## src/rtl/ps2_cmd_seq.sv

```systemverilog
`timescale 1ns/1ps
// ps2_cmd_seq: runs complete PS/2 device transactions on top of ps2_host.
// Sends a command byte (and optional argument), waits for each 0xFA, resends
// on 0xFE up to MAX_RETRY times, collects up to three response bytes and
// applies a per-byte reply timeout. Bytes arriving while idle are forwarded
// as scan codes.
module ps2_cmd_seq #(
    parameter int CLK_FREQ       = 100,
    parameter int TIMEOUT_CYCLES = 2000000,
    parameter int MAX_RETRY      = 3
) (
    input  logic        clk,
    input  logic        rst,
    input  logic        cmd_valid,
    output logic        cmd_ready,
    input  logic [7:0]  cmd_byte,
    input  logic        cmd_has_arg,
    input  logic [7:0]  cmd_arg,
    input  logic [1:0]  cmd_rsp_len,
    output logic        done,
    output logic [1:0]  err_code,
    output logic [23:0] rsp_data,
    output logic [1:0]  rsp_cnt,
    output logic        scan_valid,
    output logic [7:0]  scan_data,
    output logic        tx_en,
    output logic [7:0]  tx_data,
    input  logic        tx_ack,
    input  logic        tx_err,
    input  logic        tx_busy,
    output logic        rx_en,
    input  logic        rx_ack,
    input  logic        rx_err,
    input  logic [7:0]  rx_data
);

    typedef enum logic [2:0] {
        IDLE, SEND_CMD, ACK_CMD, SEND_ARG, ACK_ARG, RECV, DONE
    } state_t;

    localparam logic [31:0] TIMEOUT_LAST = 32'(TIMEOUT_CYCLES - 1);
    localparam logic [7:0]  RETRY_LIMIT  = 8'(MAX_RETRY);
    localparam logic [7:0]  BYTE_ACK     = 8'hFA;
    localparam logic [7:0]  BYTE_RESEND  = 8'hFE;
    localparam logic [1:0]  ERR_OK       = 2'd0;
    localparam logic [1:0]  ERR_TIMEOUT  = 2'd1;
    localparam logic [1:0]  ERR_RETRY    = 2'd2;
    localparam logic [1:0]  ERR_BAD      = 2'd3;

    // CLK_FREQ only matters to the ps2_host instance beside this block.
    if (CLK_FREQ <= 0) begin : g_clk_freq_unset
    end

    state_t      state;
    logic [7:0]  arg_q;
    logic        has_arg_q;
    logic [1:0]  len_q;
    logic [7:0]  retry_cnt;
    logic [31:0] tmo_cnt;
    logic        timed_out;

    assign timed_out = (tmo_cnt == TIMEOUT_LAST);

    // Transaction FSM with all outputs registered.
    always_ff @(posedge clk) begin
        if (rst) begin
            state      <= IDLE;
            cmd_ready  <= 1'b1;
            done       <= 1'b0;
            err_code   <= ERR_OK;
            rsp_data   <= '0;
            rsp_cnt    <= '0;
            scan_valid <= 1'b0;
            scan_data  <= '0;
            tx_en      <= 1'b0;
            tx_data    <= '0;
            rx_en      <= 1'b0;
            arg_q      <= '0;
            has_arg_q  <= 1'b0;
            len_q      <= '0;
            retry_cnt  <= '0;
            tmo_cnt    <= '0;
        end else begin
            done       <= 1'b0;
            scan_valid <= 1'b0;
            case (state)
                IDLE: begin
                    rx_en     <= 1'b1;
                    cmd_ready <= 1'b1;
                    if (rx_ack && !rx_err) begin
                        scan_valid <= 1'b1;
                        scan_data  <= rx_data;
                    end
                    if (cmd_valid && cmd_ready) begin
                        cmd_ready <= 1'b0;
                        rx_en     <= 1'b0;
                        tx_en     <= 1'b1;
                        tx_data   <= cmd_byte;
                        arg_q     <= cmd_arg;
                        has_arg_q <= cmd_has_arg;
                        len_q     <= cmd_rsp_len;
                        rsp_data  <= '0;
                        rsp_cnt   <= '0;
                        retry_cnt <= '0;
                        tmo_cnt   <= '0;
                        state     <= SEND_CMD;
                    end
                end
                SEND_CMD, SEND_ARG: begin
                    if (tx_ack) begin
                        // tx_ack beats a timeout expiring in the same cycle
                        tx_en   <= 1'b0;
                        rx_en   <= 1'b1;
                        tmo_cnt <= '0;
                        state   <= (state == SEND_CMD) ? ACK_CMD : ACK_ARG;
                    end else if (tx_err) begin
                        tx_en   <= 1'b0;
                        tmo_cnt <= '0;
                        if (retry_cnt == RETRY_LIMIT) begin
                            err_code <= ERR_RETRY;
                            state    <= DONE;
                        end else begin
                            retry_cnt <= retry_cnt + 8'd1;
                        end
                    end else if (timed_out) begin
                        tx_en    <= 1'b0;
                        err_code <= ERR_TIMEOUT;
                        state    <= DONE;
                    end else begin
                        tmo_cnt <= tmo_cnt + 32'd1;
                        // after a tx_err, wait for the host to settle before resending
                        if (!tx_en && !tx_busy) tx_en <= 1'b1;
                    end
                end
                ACK_CMD, ACK_ARG: begin
                    if (rx_err) begin
                        err_code <= ERR_BAD;
                        state    <= DONE;
                    end else if (rx_ack) begin
                        tmo_cnt <= '0;
                        if (rx_data == BYTE_ACK) begin
                            if (state == ACK_CMD && has_arg_q) begin
                                tx_en   <= 1'b1;
                                tx_data <= arg_q;
                                rx_en   <= 1'b0;
                                state   <= SEND_ARG;
                            end else if (len_q != 2'd0) begin
                                state <= RECV;
                            end else begin
                                err_code <= ERR_OK;
                                state    <= DONE;
                            end
                        end else if (rx_data == BYTE_RESEND) begin
                            if (retry_cnt == RETRY_LIMIT) begin
                                err_code <= ERR_RETRY;
                                state    <= DONE;
                            end else begin
                                // tx_data still holds the byte being acknowledged
                                retry_cnt <= retry_cnt + 8'd1;
                                tx_en     <= 1'b1;
                                rx_en     <= 1'b0;
                                state     <= (state == ACK_CMD) ? SEND_CMD : SEND_ARG;
                            end
                        end else begin
                            err_code <= ERR_BAD;
                            state    <= DONE;
                        end
                    end else if (timed_out) begin
                        err_code <= ERR_TIMEOUT;
                        state    <= DONE;
                    end else begin
                        tmo_cnt <= tmo_cnt + 32'd1;
                    end
                end
                RECV: begin
                    if (rx_err) begin
                        err_code <= ERR_BAD;
                        state    <= DONE;
                    end else if (rx_ack) begin
                        case (rsp_cnt)
                            2'd0:    rsp_data[7:0]   <= rx_data;
                            2'd1:    rsp_data[15:8]  <= rx_data;
                            default: rsp_data[23:16] <= rx_data;
                        endcase
                        rsp_cnt <= rsp_cnt + 2'd1;
                        tmo_cnt <= '0;
                        if (rsp_cnt + 2'd1 == len_q) begin
                            err_code <= ERR_OK;
                            state    <= DONE;
                        end
                    end else if (timed_out) begin
                        err_code <= ERR_TIMEOUT;
                        state    <= DONE;
                    end else begin
                        tmo_cnt <= tmo_cnt + 32'd1;
                    end
                end
                default: begin
                    // DONE: single done pulse; cmd_ready follows one cycle later
                    done  <= 1'b1;
                    rx_en <= 1'b1;
                    state <= IDLE;
                end
            endcase
        end
    end

endmodule

```

## config.mk

```make
export PLATFORM = sky130hd
export DESIGN_NAME = ps2_cmd_seq
export DESIGN_NICKNAME = d
export VERILOG_FILES = /design/src/rtl/ps2_cmd_seq.sv
export SDC_FILE = /design/constraint.sdc
export NUM_CORES = 1
export LEC_CHECK = 0
export BUFFER_PORTS_ARGS = -buffer_cell sky130_fd_sc_hd__buf_2
export CELL_PAD_IN_SITES_DETAIL_PLACEMENT = 1
export CELL_PAD_IN_SITES_GLOBAL_PLACEMENT = 1
export CORE_ASPECT_RATIO = 0.8
export CORE_MARGIN = 4
export CORE_UTILIZATION = 30
export CTS_BUF_LIST = sky130_fd_sc_hd__clkbuf_2 sky130_fd_sc_hd__clkbuf_4 sky130_fd_sc_hd__clkbuf_8
export DETAILED_ROUTE_END_ITERATION = 6
export PLACE_DENSITY = 0.58
export RECOVER_POWER = 100
export REMOVE_ABC_BUFFERS = 1
export SETUP_SLACK_MARGIN = 0.5
export SLEW_MARGIN = 20
export SYNTH_ARGS = -nofsm -noshare
export SYNTH_HDL_FRONTEND = slang
export SYNTH_SLANG_ARGS = --single-unit
```

## constraint.sdc

```tcl
create_clock -name clk -period 2.8 [get_ports clk]
set_clock_uncertainty 0.05 [all_clocks]
set_input_delay 0.56 -clock clk [delete_from_list [all_inputs] [get_ports clk]]
set_output_delay 0.56 -clock clk [all_outputs]
set_load 0.05 [all_outputs]
```

==> summary.txt <==
Run status
  – Status: complete, no violations

Yosys
  – Post-synth top area share: ~40%
  – Area leader, netlist: dfxtp_1
  – Mean Syn Cell Area: between 8 and 9 um^2
  – Synth Register Bits: approximately 100
  – Asr flop ratio synth: 0%
  – Main synth FF type: dfxtp_1
  – Post-synth EDFFs: 0
  – Cell variety after synth: 74
  – Main combinational cell family by area after synthesis: simple AND/OR/NAND/NOR gates
  – Synth Area in Simple Gates: 25.9%
  – Compound-Gate Fraction of Synth Area: between 20% and 30%
  – Post-synthesis sequential area ratio: 39.7%
  – Adder-Cell Fraction of Synth Area: 0.965%
  – XOR/XNOR Fraction of Synth Area: under 10%
  – Syn Std Cell Area: ~5200 um^2
  – Synthesized instance count: just over 600
  – Mux share of post-synthesis cell area: under 10%
  – Ranking of synthesized cells by area: dfxtp_1 (40%), mux2i_1 (6.6%), a21oi_1 (5.4%)
  – Syn. warnings: 0

Critical path
  – Worst Path Arrival: between 2 and 3 ns
  – WP data required: about 3 ns
  – RR Startpoint: state[2]$_SDFFE_PP0P_
  – RR Endpoint: state[1]$_SDFFE_PP0P_
  – Worst-case reg-to-reg path depth: 6
  – Reg2Reg Setup Slack: 0.41 ns
  – Startpoint types: flip-flop
  – Setup CP Type: flip-flop to flip-flop
  – CP max FO: 14
  – Worst setup EP type: flip-flop

Die
  – Die W: 155 um
  – Placeable Area: 16800 um^2
  – Die H: approximately 130 um
  – Die area: ~19000 um^2
  – Starting Density: between 30% and 40%
  – IO Count: 84
  – Num rows: 42

Clocking
  – Hold Buf Count CTS: 0
  – Clock latency at the later pin of the worst-skew pair: approximately 0.4 ns
  – CTS Buf Count: 9
  – Clk slew on worst S/H paths: about 0.11 ns
  – Clock root cell: clkbuf_8
  – Largest buffer count on any clock path: 2
  – Clk sinks: 103
  – # H-tree levels: 3
  – CTS tree: built

Worst hold path
  – WHS Endpoint: arg_q[3]$_SDFFE_PP0P_
  – Min-Delay Path Depth: 3
  – Hold crit path type: primary input to flip-flop
  – Hold_sp: cmd_arg[3]

Drt
  – Drt pass-1 iters: 5
  – DRC: 0
  – Antenna-violating nets left: 0
  – Drt wl/cell: ~18 um
  – Total Routed Length: between 15000 and 20000 um
  – Initial DRC count: approximately 280
  – Via count: 5094
  – Vias/cell: between 5 and 6

Run
  – Max cap viols: 0

STA
  – RSZ-0062 raised after global routing: true
  – Tmin final: approximately 2.4 ns
  – Final Cycle Share: around 85%
  – Fin. max-slew vios: 0
  – Achievable Freq: approximately 420 MHz
  – Tightest Pin Transition: roughly 1.1 ns
  – Slew HR: 23.2%
  – Hold Fails Final Rpt: 0
  – Setup TNS: 0 ns
  – Final worst-path setup slack: 0.415 ns
  – Final setup vio count: 0

Placement
  – Dpl ws: 0.0871 ns
  – Placed cells: roughly 900
  – HPWL Detailed: about 13000 um
  – Placer Congestion: between 0.8 and 0.9
  – Number of buffers added on ports: between 80 and 90

Power and ir drop
  – P per Cell Area: between 700 and 800 nW/um^2
  – Max VDD drop: 0.000259 V
  – Leak: approximately 2.2 nW
  – Final Total Pwr: 4.78 mW

Finish
  – Fin cells: ~950
  – Nets: approximately 760
  – Fraction of layout cells with a size suffix above 1: approximately 15%
  – Syn-to-layout area delta: 19.3%

Global routing
  – GR Util All Layers: 17.5%
  – GRT Residual Overflow: 0
  – Largest net degree at the start of global routing: 28
  – First-pass GRT wire length: ~28000 um
  – Vias in the first global route: approximately 5100
  – Initial antenna violation count: 1
cell type report:
type | instances | area, um^2
inverters | 18 | 67.6
well taps | 220 | 275
clock inverters | 6 | 55.1
fillers | 2048 | 10600
repair buffers | 126 | 653
diodes | 1 | 2.50
flip-flops and latches | 103 | 2070
clock buffers | 10 | 131
multi-input cells | 461 | 2940
registers in the layout (all words and copies together) (netlist names):
signal,cells
tmo_cnt,32
rsp_data,24
arg_q,8
retry_cnt,8
scan_data,8
tx_data,8
state,3
err_code,2
len_q,2
rsp_cnt,2
cmd_ready,1
done,1
has_arg_q,1
rx_en,1
scan_valid,1
tx_en,1
report_power, final:
| part | leakage [nW] | internal [mW] | switching, mW |
|---|---|---|---|
| clock network | 0.0964 | 0.350 | 0.582 |
| registers | 0.837 | 1.63 | 0.178 |
| logic | 1.26 | 0.701 | 1.34 |
through the flow:
stage | hold slack [ns] | utilization (%) | instance area [um^2]
5_1_grt | 0.307 | 36.9 | 6190
3_5_place_dp | 0.394 | 35.8 | 6000
6_report | 0.334 | 36.9 | 6190
2_1_floorplan | 0.380 | - | 5030
3_3_place_gp | 0.390 | 35.8 | 6000
4_1_cts | 0.314 | 37.3 | 6250
critical path: stages (launching register included):
cell and delay [ns]:
dfxtp_1 0.52, clkbuf_1 0.24, nand2b_1 0.19, o21ai_1 0.53
o311ai_0 0.26, a31o_1 0.26, a221oi_1 0.24
worst max path at each step:
stage / startpoint / end / slack, ns / cells past startpoint
finish: state[2]$_SDFFE_PP0P_ / state[1]$_SDFFE_PP0P_ / 0.41 / 6
CTS: retry_cnt[1]$_SDFFE_PP0P_ / state[1]$_SDFFE_PP0P_ / 0.50 / 6
global route: state[2]$_SDFFE_PP0P_ / state[1]$_SDFFE_PP0P_ / 0.25 / 6
floorplan: state[2]$_SDFFE_PP0P_ / err_code[1]$_SDFFE_PP0P_ / 0.44 / 5
detailed placement: rx_data[0] / retry_cnt[7]$_SDFFE_PP0P_ / 0.09 / 6
global placement: rx_data[0] / retry_cnt[7]$_SDFFE_PP0P_ / 0.16 / 6
Yosys cell counts, types with 3 or more instances:
cell type / n
dfxtp_1: 103
nand2_1: 66
a21oi_1: 56
nor2_1: 56
mux2i_1: 34
o21ai_0: 26
or3_1: 20
clkbuf_1: 19
nand3_1: 19
inv_1: 18
a211oi_1: 15
buf_2: 15
nor3_1: 13
and2_1: 10
o31ai_1: 10
nand4_1: 9
or4_1: 9
and4_1: 8
nor4_1: 8
xnor2_1: 7
nand3b_1: 6
o211ai_1: 5
ha_1: 4
nand2b_1: 4
xor2_1: 4
a22o_1: 3
a31oi_1: 3
a32oi_1: 3
and3_1: 3
nor2b_1: 3
o22ai_1: 3
or4_4: 3
cells by family (layout without fill, tap and decap cells):
group / after synthesis / in the layout
and+or+nand+nor: 252 / 252
other: 0 / 1
AOI/OAI and AO/OA: 160 / 160
muxes: 34 / 34
DFF: 103 / 103
adders and majority gates: 4 / 4
buffers and inverters: 54 / 160
xor gates and xnor gates: 11 / 11
placed cells by master (no fill, tap or decap), types with 9 or more instances in the layout:
cell      synthesis  final
or3_1            20     20
buf_4             1     32
dfxtp_1         103     99
nor3_1           13     12
a211oi_1         15     15
nand4_1           9      9
nand2_1          66     66
inv_1            18     18
nor2_1           56     56
clkbuf_8          0      9
clkbuf_1         19     60
or4_1             9      9
nand3_1          19     19
o31ai_1          10     10
mux2i_1          34     34
o21ai_0          26     24
buf_2            15     32
a21oi_1          56     56
per-layer routing:
layer / GRT usage, % / vias to the layer above / wire (um)
met1: 26.2 / 2465 / 8890
met3: 4.18 / 14 / 867
met4: 4.00 / 0 / 159
met5: 0 / - / 0
li1: - / 2487 / -
met2: 25.5 / 128 / 7450
what timing repair did:
| action | CTS | global route |
|---|---|---|
| resized for setup | 12 | 13 |
| setup endpoints to repair | 50 | 41 |
| pin swaps | 3 | 2 |
| cloned | 0 | 0 |
| setup buffers | 5 | 3 |
| endpoints found under the hold margin | 0 | 0 |
Note: power is estimated with default switching activity, not from simulation.
